$ cat src/rtl/fft_stage_sequencer_pkg.sv
// Shared types and helpers for the radix-2 in-place FFT stage sequencer:
// FSM state encoding, default sizing and the butterfly address function.
package fft_stage_sequencer_pkg;

  localparam int FFT_POINTS_DEF = 32;
  localparam int PIPE_LAT_DEF   = 3;
  localparam int BFLY_W         = 16;

  typedef enum logic [1:0] {
    IDLE,
    RUN,
    DRAIN,
    DONE
  } fft_seq_state_e;

  typedef struct packed {
    logic [BFLY_W-1:0] a;
    logic [BFLY_W-1:0] b;
    logic [BFLY_W-1:0] tw;
  } bfly_addr_t;

  // Butterfly k of stage s: the even/odd legs sit span apart inside group grp.
  function automatic bfly_addr_t bfly_addr(input logic [7:0]        s,
                                           input logic [BFLY_W-1:0] k,
                                           input logic [7:0]        log2n);
    logic [BFLY_W-1:0] span;
    logic [BFLY_W-1:0] pos;
    logic [BFLY_W-1:0] grp;
    bfly_addr_t        r;
    span = BFLY_W'(1) << s;
    pos  = k & (span - BFLY_W'(1));
    grp  = k >> s;
    r.a  = (grp << (s + 8'd1)) | pos;
    r.b  = r.a + span;
    r.tw = pos << (log2n - 8'd1 - s);
    return r;
  endfunction

endpackage

$ cat src/rtl/fft_stage_sequencer_if.sv
// Control/address bus between the frame-buffer controller, the FFT stage
// sequencer and the butterfly datapath / sample RAM.
interface fft_stage_sequencer_if
  import fft_stage_sequencer_pkg::*;
#(
  parameter int ADDR_W  = $clog2(FFT_POINTS_DEF),
  parameter int STAGE_W = $clog2(ADDR_W + 1)
);
  logic               start;
  logic               abort;
  logic               busy;
  logic               done;
  logic [STAGE_W-1:0] stage;
  logic               rd_en;
  logic [ADDR_W-1:0]  rd_addr_a;
  logic [ADDR_W-1:0]  rd_addr_b;
  logic [ADDR_W-2:0]  twiddle_idx;
  logic               wr_en;
  logic [ADDR_W-1:0]  wr_addr_a;
  logic [ADDR_W-1:0]  wr_addr_b;

  modport master (
    output start, abort,
    input  busy, done, stage, rd_en, rd_addr_a, rd_addr_b, twiddle_idx,
           wr_en, wr_addr_a, wr_addr_b
  );

  modport slave (
    input  start, abort,
    output busy, done, stage, rd_en, rd_addr_a, rd_addr_b, twiddle_idx,
           wr_en, wr_addr_a, wr_addr_b
  );
endinterface

$ cat src/rtl/fft_stage_sequencer_addr_gen.sv
// Combinational (stage, k) -> (even address, odd address, twiddle index)
// for an in-place radix-2 DIT butterfly.
module fft_stage_sequencer_addr_gen
  import fft_stage_sequencer_pkg::*;
#(
  parameter int ADDR_W  = 5,
  parameter int STAGE_W = 3
) (
  input  logic [STAGE_W-1:0] stage_i,
  input  logic [ADDR_W-2:0]  k_i,
  output logic [ADDR_W-1:0]  rd_addr_a_o,
  output logic [ADDR_W-1:0]  rd_addr_b_o,
  output logic [ADDR_W-2:0]  twiddle_idx_o
);

  bfly_addr_t res;
  logic       unused_hi;

  always_comb begin
    res           = bfly_addr(8'(stage_i), BFLY_W'(k_i), 8'(ADDR_W));
    rd_addr_a_o   = res.a[ADDR_W-1:0];
    rd_addr_b_o   = res.b[ADDR_W-1:0];
    twiddle_idx_o = res.tw[ADDR_W-2:0];
  end

  // Upper bits are always zero for legal (stage, k); kept only for width.
  assign unused_hi = ^{res.a[BFLY_W-1:ADDR_W], res.b[BFLY_W-1:ADDR_W],
                       res.tw[BFLY_W-1:ADDR_W-1]};

endmodule

$ cat src/rtl/fft_stage_sequencer.sv
// Sequences an in-place radix-2 DIT FFT over one shared butterfly: one read
// pair per cycle, write-back addresses delayed by the datapath latency.
module fft_stage_sequencer
  import fft_stage_sequencer_pkg::*;
#(
  parameter int FFT_POINTS = FFT_POINTS_DEF,
  parameter int ADDR_W     = $clog2(FFT_POINTS),
  parameter int STAGE_W    = $clog2(ADDR_W + 1),
  parameter int PIPE_LAT   = PIPE_LAT_DEF
) (
  input logic                  clk,
  input logic                  rst_n,
  fft_stage_sequencer_if.slave bus
);

  localparam int                 CNT_W      = (PIPE_LAT > 1) ? $clog2(PIPE_LAT) : 1;
  localparam logic [ADDR_W-2:0]  K_LAST     = '1;
  localparam logic [STAGE_W-1:0] STAGE_LAST = STAGE_W'(ADDR_W - 1);
  localparam logic [CNT_W-1:0]   CNT_LAST   = CNT_W'(PIPE_LAT - 1);

  fft_seq_state_e     state_q, state_d;
  logic [ADDR_W-2:0]  k_q, k_d;
  logic [STAGE_W-1:0] stage_q, stage_d;
  logic [CNT_W-1:0]   cnt_q, cnt_d;

  logic               rd_en;
  logic               flush;
  logic [ADDR_W-1:0]  gen_a;
  logic [ADDR_W-1:0]  gen_b;
  logic [ADDR_W-2:0]  gen_tw;

  logic [PIPE_LAT-1:0] vld_q;
  logic [ADDR_W-1:0]   wb_a_q [PIPE_LAT];
  logic [ADDR_W-1:0]   wb_b_q [PIPE_LAT];

  fft_stage_sequencer_addr_gen #(
    .ADDR_W  (ADDR_W),
    .STAGE_W (STAGE_W)
  ) u_addr_gen (
    .stage_i       (stage_q),
    .k_i           (k_q),
    .rd_addr_a_o   (gen_a),
    .rd_addr_b_o   (gen_b),
    .twiddle_idx_o (gen_tw)
  );

  always_ff @(posedge clk) begin
    if (!rst_n) begin
      state_q <= IDLE;
      k_q     <= '0;
      stage_q <= '0;
      cnt_q   <= '0;
    end else begin
      state_q <= state_d;
      k_q     <= k_d;
      stage_q <= stage_d;
      cnt_q   <= cnt_d;
    end
  end

  always_comb begin
    state_d = state_q;
    k_d     = k_q;
    stage_d = stage_q;
    cnt_d   = cnt_q;
    unique case (state_q)
      IDLE: begin
        k_d     = '0;
        stage_d = '0;
        cnt_d   = '0;
        if (bus.start && !bus.abort) state_d = RUN;
      end
      RUN: begin
        cnt_d = '0;
        if (k_q == K_LAST) begin
          state_d = DRAIN;
          k_d     = '0;
        end else begin
          k_d = k_q + (ADDR_W-1)'(1);
        end
      end
      // The stage's last write lands in the final drain cycle, so the next
      // stage may read the following cycle without a read-after-write hazard.
      DRAIN: begin
        if (cnt_q == CNT_LAST) begin
          cnt_d = '0;
          if (stage_q == STAGE_LAST) begin
            state_d = DONE;
          end else begin
            state_d = RUN;
            stage_d = stage_q + STAGE_W'(1);
          end
        end else begin
          cnt_d = cnt_q + CNT_W'(1);
        end
      end
      DONE:    state_d = IDLE;
      default: state_d = IDLE;
    endcase
    if (bus.abort && state_q != IDLE) begin
      state_d = IDLE;
      k_d     = '0;
      stage_d = '0;
      cnt_d   = '0;
    end
  end

  assign rd_en = (state_q == RUN);
  assign flush = bus.abort && (state_q != IDLE);

  // ---- write-back delay line: valid is control, addresses are data ----
  always_ff @(posedge clk) begin
    if (!rst_n || flush) begin
      vld_q <= '0;
    end else begin
      vld_q[0] <= rd_en;
      for (int i = 1; i < PIPE_LAT; i++) vld_q[i] <= vld_q[i-1];
    end
  end

  always_ff @(posedge clk) begin
    wb_a_q[0] <= gen_a;
    wb_b_q[0] <= gen_b;
    for (int i = 1; i < PIPE_LAT; i++) begin
      wb_a_q[i] <= wb_a_q[i-1];
      wb_b_q[i] <= wb_b_q[i-1];
    end
  end

  assign bus.busy        = (state_q != IDLE);
  assign bus.done        = (state_q == DONE);
  assign bus.stage       = stage_q;
  assign bus.rd_en       = rd_en;
  assign bus.rd_addr_a   = rd_en ? gen_a : '0;
  assign bus.rd_addr_b   = rd_en ? gen_b : '0;
  assign bus.twiddle_idx = rd_en ? gen_tw : '0;
  assign bus.wr_en       = vld_q[PIPE_LAT-1];
  assign bus.wr_addr_a   = vld_q[PIPE_LAT-1] ? wb_a_q[PIPE_LAT-1] : '0;
  assign bus.wr_addr_b   = vld_q[PIPE_LAT-1] ? wb_b_q[PIPE_LAT-1] : '0;

endmodule

$ cat src/flat_wrapper.sv
// flat-port wrapper written by rule: the top's interface ports become plain ports
module fft_stage_sequencer_flat import fft_stage_sequencer_pkg::*;
#(
  parameter int FFT_POINTS = FFT_POINTS_DEF,
  parameter int ADDR_W     = $clog2(FFT_POINTS),
  parameter int STAGE_W    = $clog2(ADDR_W + 1),
  parameter int PIPE_LAT   = PIPE_LAT_DEF
)
  (clk, rst_n, bus_start, bus_abort, bus_busy, bus_done, bus_stage, bus_rd_en, bus_rd_addr_a, bus_rd_addr_b, bus_twiddle_idx, bus_wr_en, bus_wr_addr_a, bus_wr_addr_b);
  fft_stage_sequencer_if #(.ADDR_W(ADDR_W), .STAGE_W(STAGE_W)) bus_i ();
  input logic clk;
  input logic rst_n;
  input wire logic [$bits(bus_i.start)-1:0] bus_start;
  input wire logic [$bits(bus_i.abort)-1:0] bus_abort;
  output wire logic [$bits(bus_i.busy)-1:0] bus_busy;
  output wire logic [$bits(bus_i.done)-1:0] bus_done;
  output wire logic [$bits(bus_i.stage)-1:0] bus_stage;
  output wire logic [$bits(bus_i.rd_en)-1:0] bus_rd_en;
  output wire logic [$bits(bus_i.rd_addr_a)-1:0] bus_rd_addr_a;
  output wire logic [$bits(bus_i.rd_addr_b)-1:0] bus_rd_addr_b;
  output wire logic [$bits(bus_i.twiddle_idx)-1:0] bus_twiddle_idx;
  output wire logic [$bits(bus_i.wr_en)-1:0] bus_wr_en;
  output wire logic [$bits(bus_i.wr_addr_a)-1:0] bus_wr_addr_a;
  output wire logic [$bits(bus_i.wr_addr_b)-1:0] bus_wr_addr_b;
  assign bus_i.start = bus_start;
  assign bus_i.abort = bus_abort;
  assign bus_busy = bus_i.busy;
  assign bus_done = bus_i.done;
  assign bus_stage = bus_i.stage;
  assign bus_rd_en = bus_i.rd_en;
  assign bus_rd_addr_a = bus_i.rd_addr_a;
  assign bus_rd_addr_b = bus_i.rd_addr_b;
  assign bus_twiddle_idx = bus_i.twiddle_idx;
  assign bus_wr_en = bus_i.wr_en;
  assign bus_wr_addr_a = bus_i.wr_addr_a;
  assign bus_wr_addr_b = bus_i.wr_addr_b;
  fft_stage_sequencer #(.FFT_POINTS(FFT_POINTS), .ADDR_W(ADDR_W), .STAGE_W(STAGE_W), .PIPE_LAT(PIPE_LAT)) u_core (.clk(clk), .rst_n(rst_n), .bus(bus_i));
endmodule
$ cat config.mk
export PLATFORM = sky130hd
export DESIGN_NAME = fft_stage_sequencer_flat
export DESIGN_NICKNAME = d
export VERILOG_FILES = /design/src/rtl/fft_stage_sequencer_pkg.sv /design/src/rtl/fft_stage_sequencer_if.sv /design/src/rtl/fft_stage_sequencer_addr_gen.sv /design/src/rtl/fft_stage_sequencer.sv /design/src/flat_wrapper.sv
export SDC_FILE = /design/constraint.sdc
export NUM_CORES = 1
export LEC_CHECK = 0
export CAP_MARGIN = 20
export CELL_PAD_IN_SITES_DETAIL_PLACEMENT = 0
export CELL_PAD_IN_SITES_GLOBAL_PLACEMENT = 1
export CORE_MARGIN = 2
export CORE_UTILIZATION = 40
export CTS_BUF_LIST = sky130_fd_sc_hd__clkbuf_4 sky130_fd_sc_hd__clkbuf_8 sky130_fd_sc_hd__clkbuf_16
export CTS_CLUSTER_SIZE = 40
export DETAILED_ROUTE_END_ITERATION = 12
export GPL_TIMING_DRIVEN = 1
export PLACE_DENSITY = 0.87
export SETUP_SLACK_MARGIN = 0.5
export SLEW_MARGIN = 5
export SYNTH_ARGS = -nofsm -noshare
export SYNTH_HDL_FRONTEND = slang
export SYNTH_SLANG_ARGS = --single-unit
$ cat constraint.sdc
create_clock -name clk -period 9.25 [get_ports clk]
set_input_delay 1.85 -clock clk [delete_from_list [all_inputs] [get_ports clk]]
set_output_delay 1.85 -clock clk [all_outputs]
set_load 0.1 [all_outputs]
==> out/qor.yml <==
routing:
  drtAntennaViolNets: 0
  routedWlPerCell_um: 12.51
  routed_wl_um: 3891
  vias_per_cell: 4.791
  route.detailed.drc: 0
  route.vias.total: 1490
  drtIter0Drc: 39
  firstDrtPassIters: 4
pwr:
  clockPowerShare: 0.411
  pwr-share-seq: 0.538
  switching_share: 0.2253
  vdd_drop_max_mv: 0.07112
  p_int_uw: 277.7
  power_uw: 358.4
  p_per_area_mw_per_mm2: 145.8
  pwr-share-comb: 0.051
  p_sw_uw: 80.77
  p_leak_uw: 0.0009557
timing:
  setup_viol: 0
  slew_violations: 0
  finalHoldViolCount: 0
  fin_crit_sh: 0.7003
  timing.slew.headroom: 0.3513
  clock.fmax_ghz: 0.1544
  rsz0062_at_grt: "false"
  hold_ws_ps: 330.5
  final.setup_skew_ps: 8.582
  fin_setup_tns_ps: 0
  tightest_slew_ps: 969.9
  layout_min_cycle_time_ps: 6478
clock_tree:
  cts.clk_slew.worst_paths_ps: 90
  hold_buffers: 0
  cts_resized: 0
  insertion_delay_ps: 300
  htreeDepth: 2
  clock_path_buffers: 2
  clock_sinks: 44
  post_cts_buffers: 0
  cts_buffers: 5
  cts_tree: "built"
  clock-root-buffer: "clkbuf_8"
logic_synthesis:
  seq_area_frac_synth: 0.4496
  yosys_warnings: 0
  synthTopCellsByArea: "dfxtp_1, ha_1, and2_1"
  synth_nets: 228
  ys_async_sr_fraction: 0
  synth_cell_types: 40
  avgSynthCellArea_um2: 9.330
  synth_flop_cell: "dfxtp_1"
  synth_top_area_cell: "dfxtp_1"
  synth-edff-count: 0
  syn_inst: 210
  synth-seq-cells: 44
  synth_top_cell_area_share: 0.4496
  synth_area_mm2: 0.001959
global_routing:
  overflow: 0
  grt_max_degree: 16
  grt_pass1_vias: 1412
  antenna_found_initial: 0
  track_usage: 0.1614
  grt_first_pass_wirelength_um: 6727
outcome:
  outcome: "completed"
setup_path:
  cp_max_fo: 15
  r2r_end: "u_core.wb_b_q[0][4]"
  critPathLaunchType: "register"
  arrival_ps: 4630
  timing.rr.start: "u_core.bus.stage[0]"
  r2r_slack_ps: 6130
  r2r_cells: 11
  path_class: "register to primary output"
  crit_required_ps: 7400
  critPathCaptureType: "primary output"
die:
  die_h_um: 73.99
  std_cell_rows: 25
  core_area_mm2: 0.004723
  die_w_um: 73.99
  io_pins: 35
  dieArea_mm2: 0.005475
  initial_core_util: 0.4148
min_path:
  hold_class: "register to register"
  min_to: "u_core.wb_b_q[0][5]"
  min_from: "u_core.wb_b_q[0][0]"
  hold_depth: 0
finish:
  diodes: 0
  design_area_mm2: 0.002459
  nNetsFinal: 261
  drive_gt1_frac: 0.05328
  fillers: 463
  area_delta_synth_final_pct: 25.48
placement:
  dpl_cell_area_mm2: 0.002344
  globalplace.congestion: 0.8591
  numPortBuffers: 34
  place_hpwl_um: 2931
job:
  maxCapViolations: 0
==> worst max-delay path, stage by stage, from the launching register on <==
cell	delay, ps
dfxtp_1	620
inv_1	190
ha_1	550
nor3_1	260
a21o_1	180
ha_1	180
inv_1	60
fa_1	390
nand2b_1	160
a21oi_1	160
xnor2_1	150
xnor2_1	150
and2_1	150
clkdlybuf4s50_1	1130
==> cell usage in the layout (no fill, tap or decap), drive strengths merged, types with 6 or more instances in the layout <==
cell,synthesis,final
nor2,20,20
xnor2,6,6
a21oi,11,11
nor2b,7,7
nand2,10,10
and2,19,19
clkdlybuf4s50,0,34
nand2b,6,6
nor3,6,6
dfxtp,44,44
inv,12,13
ha,13,13
==> cells in the mapped netlist, types with 2 or more instances <==
master / n
ha_1: 13
nand2b_1: 6
o211ai_1: 2
nand2_1: 10
xor2_1: 3
a21o_1: 3
mux2i_1: 3
o21a_1: 2
a21oi_1: 11
inv_2: 2
nand3_1: 5
nor2_1: 20
clkbuf_1: 5
and3_1: 2
xnor2_1: 6
nor2b_1: 7
inv_1: 10
and2_1: 19
dfxtp_1: 44
o21ai_1: 4
nor3_1: 6
o31ai_1: 2
a22oi_1: 5
a31oi_1: 4
==> cells by family (layout without fill, tap and decap cells) <==
group	after synthesis	count (layout)	share of synthesized area
xor gates and xnor gates	9	9	0.04023
muxes	4	4	0.02107
adders and majority gates	14	14	0.09323
and+or+nand+nor	80	80	0.2152
DFF	44	44	0.4496
AOI/OAI and AO/OA	39	39	0.1373
buffers and inverters	20	54	0.04342
==> state kept, by name (all words and copies together) (netlist names) <==
name / cells
u_core.bus.stage: 3
u_core.cnt_q: 2
u_core.k_q: 4
u_core.state_q: 2
u_core.vld_q: 3
u_core.wb_a_q: 15
u_core.wb_b_q: 15
==> through the flow <==
stage,cells,utilization,setup WS (ps)
after floorplan,210,-,2790
after global placement,303,0.4962,3204
after detailed placement,303,0.4962,3119
after CTS,311,0.5205,2781
after global routing,311,0.5205,2409
final,311,0.5205,2772
==> power groups by stage <==
stage	clock network, µW	registers (µW)	logic (µW)
CTS	152	193	18.4
global placement	0	197	18.2
global route	161	193	19.7
detailed placement	0	197	18.3
floorplan	0	197	13.7
finish	147	193	18.2
==> how the worst max path moves through the flow <==
stage / slack, ps / startpoint / to / cells past startpoint
after floorplan: 2790 / u_core.bus.stage[0] / bus_twiddle_idx[1] / 10
after global placement: 3200 / u_core.bus.stage[0] / bus_rd_addr_b[4] / 14
after detailed placement: 3120 / u_core.bus.stage[0] / bus_rd_addr_b[4] / 13
after CTS: 2780 / u_core.bus.stage[0] / bus_rd_addr_b[4] / 13
after global routing: 2410 / u_core.bus.stage[0] / bus_rd_addr_b[4] / 13
final: 2770 / u_core.bus.stage[0] / bus_rd_addr_b[4] / 13
==> layer usage <==
layer,up-vias,part of all wire,GRT usage
li1,774,-,-
met1,667,0.48,0.2132
met2,44,0.46,0.2629
met3,5,0.045,0.03930
met4,0,0.011,0.04848
met5,-,0,0
==> layout make-up <==
type / count / area, µm² / share of cell area
inverter: 12 / 45.04 / 0.01832
multi-input combinational: 146 / 993.5 / 0.4041
sequential: 44 / 880.8 / 0.3583
clock inverter: 3 / 46.29 / 0.01883
tap: 67 / 83.83 / 0.03410
timing repair buffer: 34 / 340.3 / 0.1384
clock buffer: 5 / 68.82 / 0.02799
(Power assumes the default switching activity.)
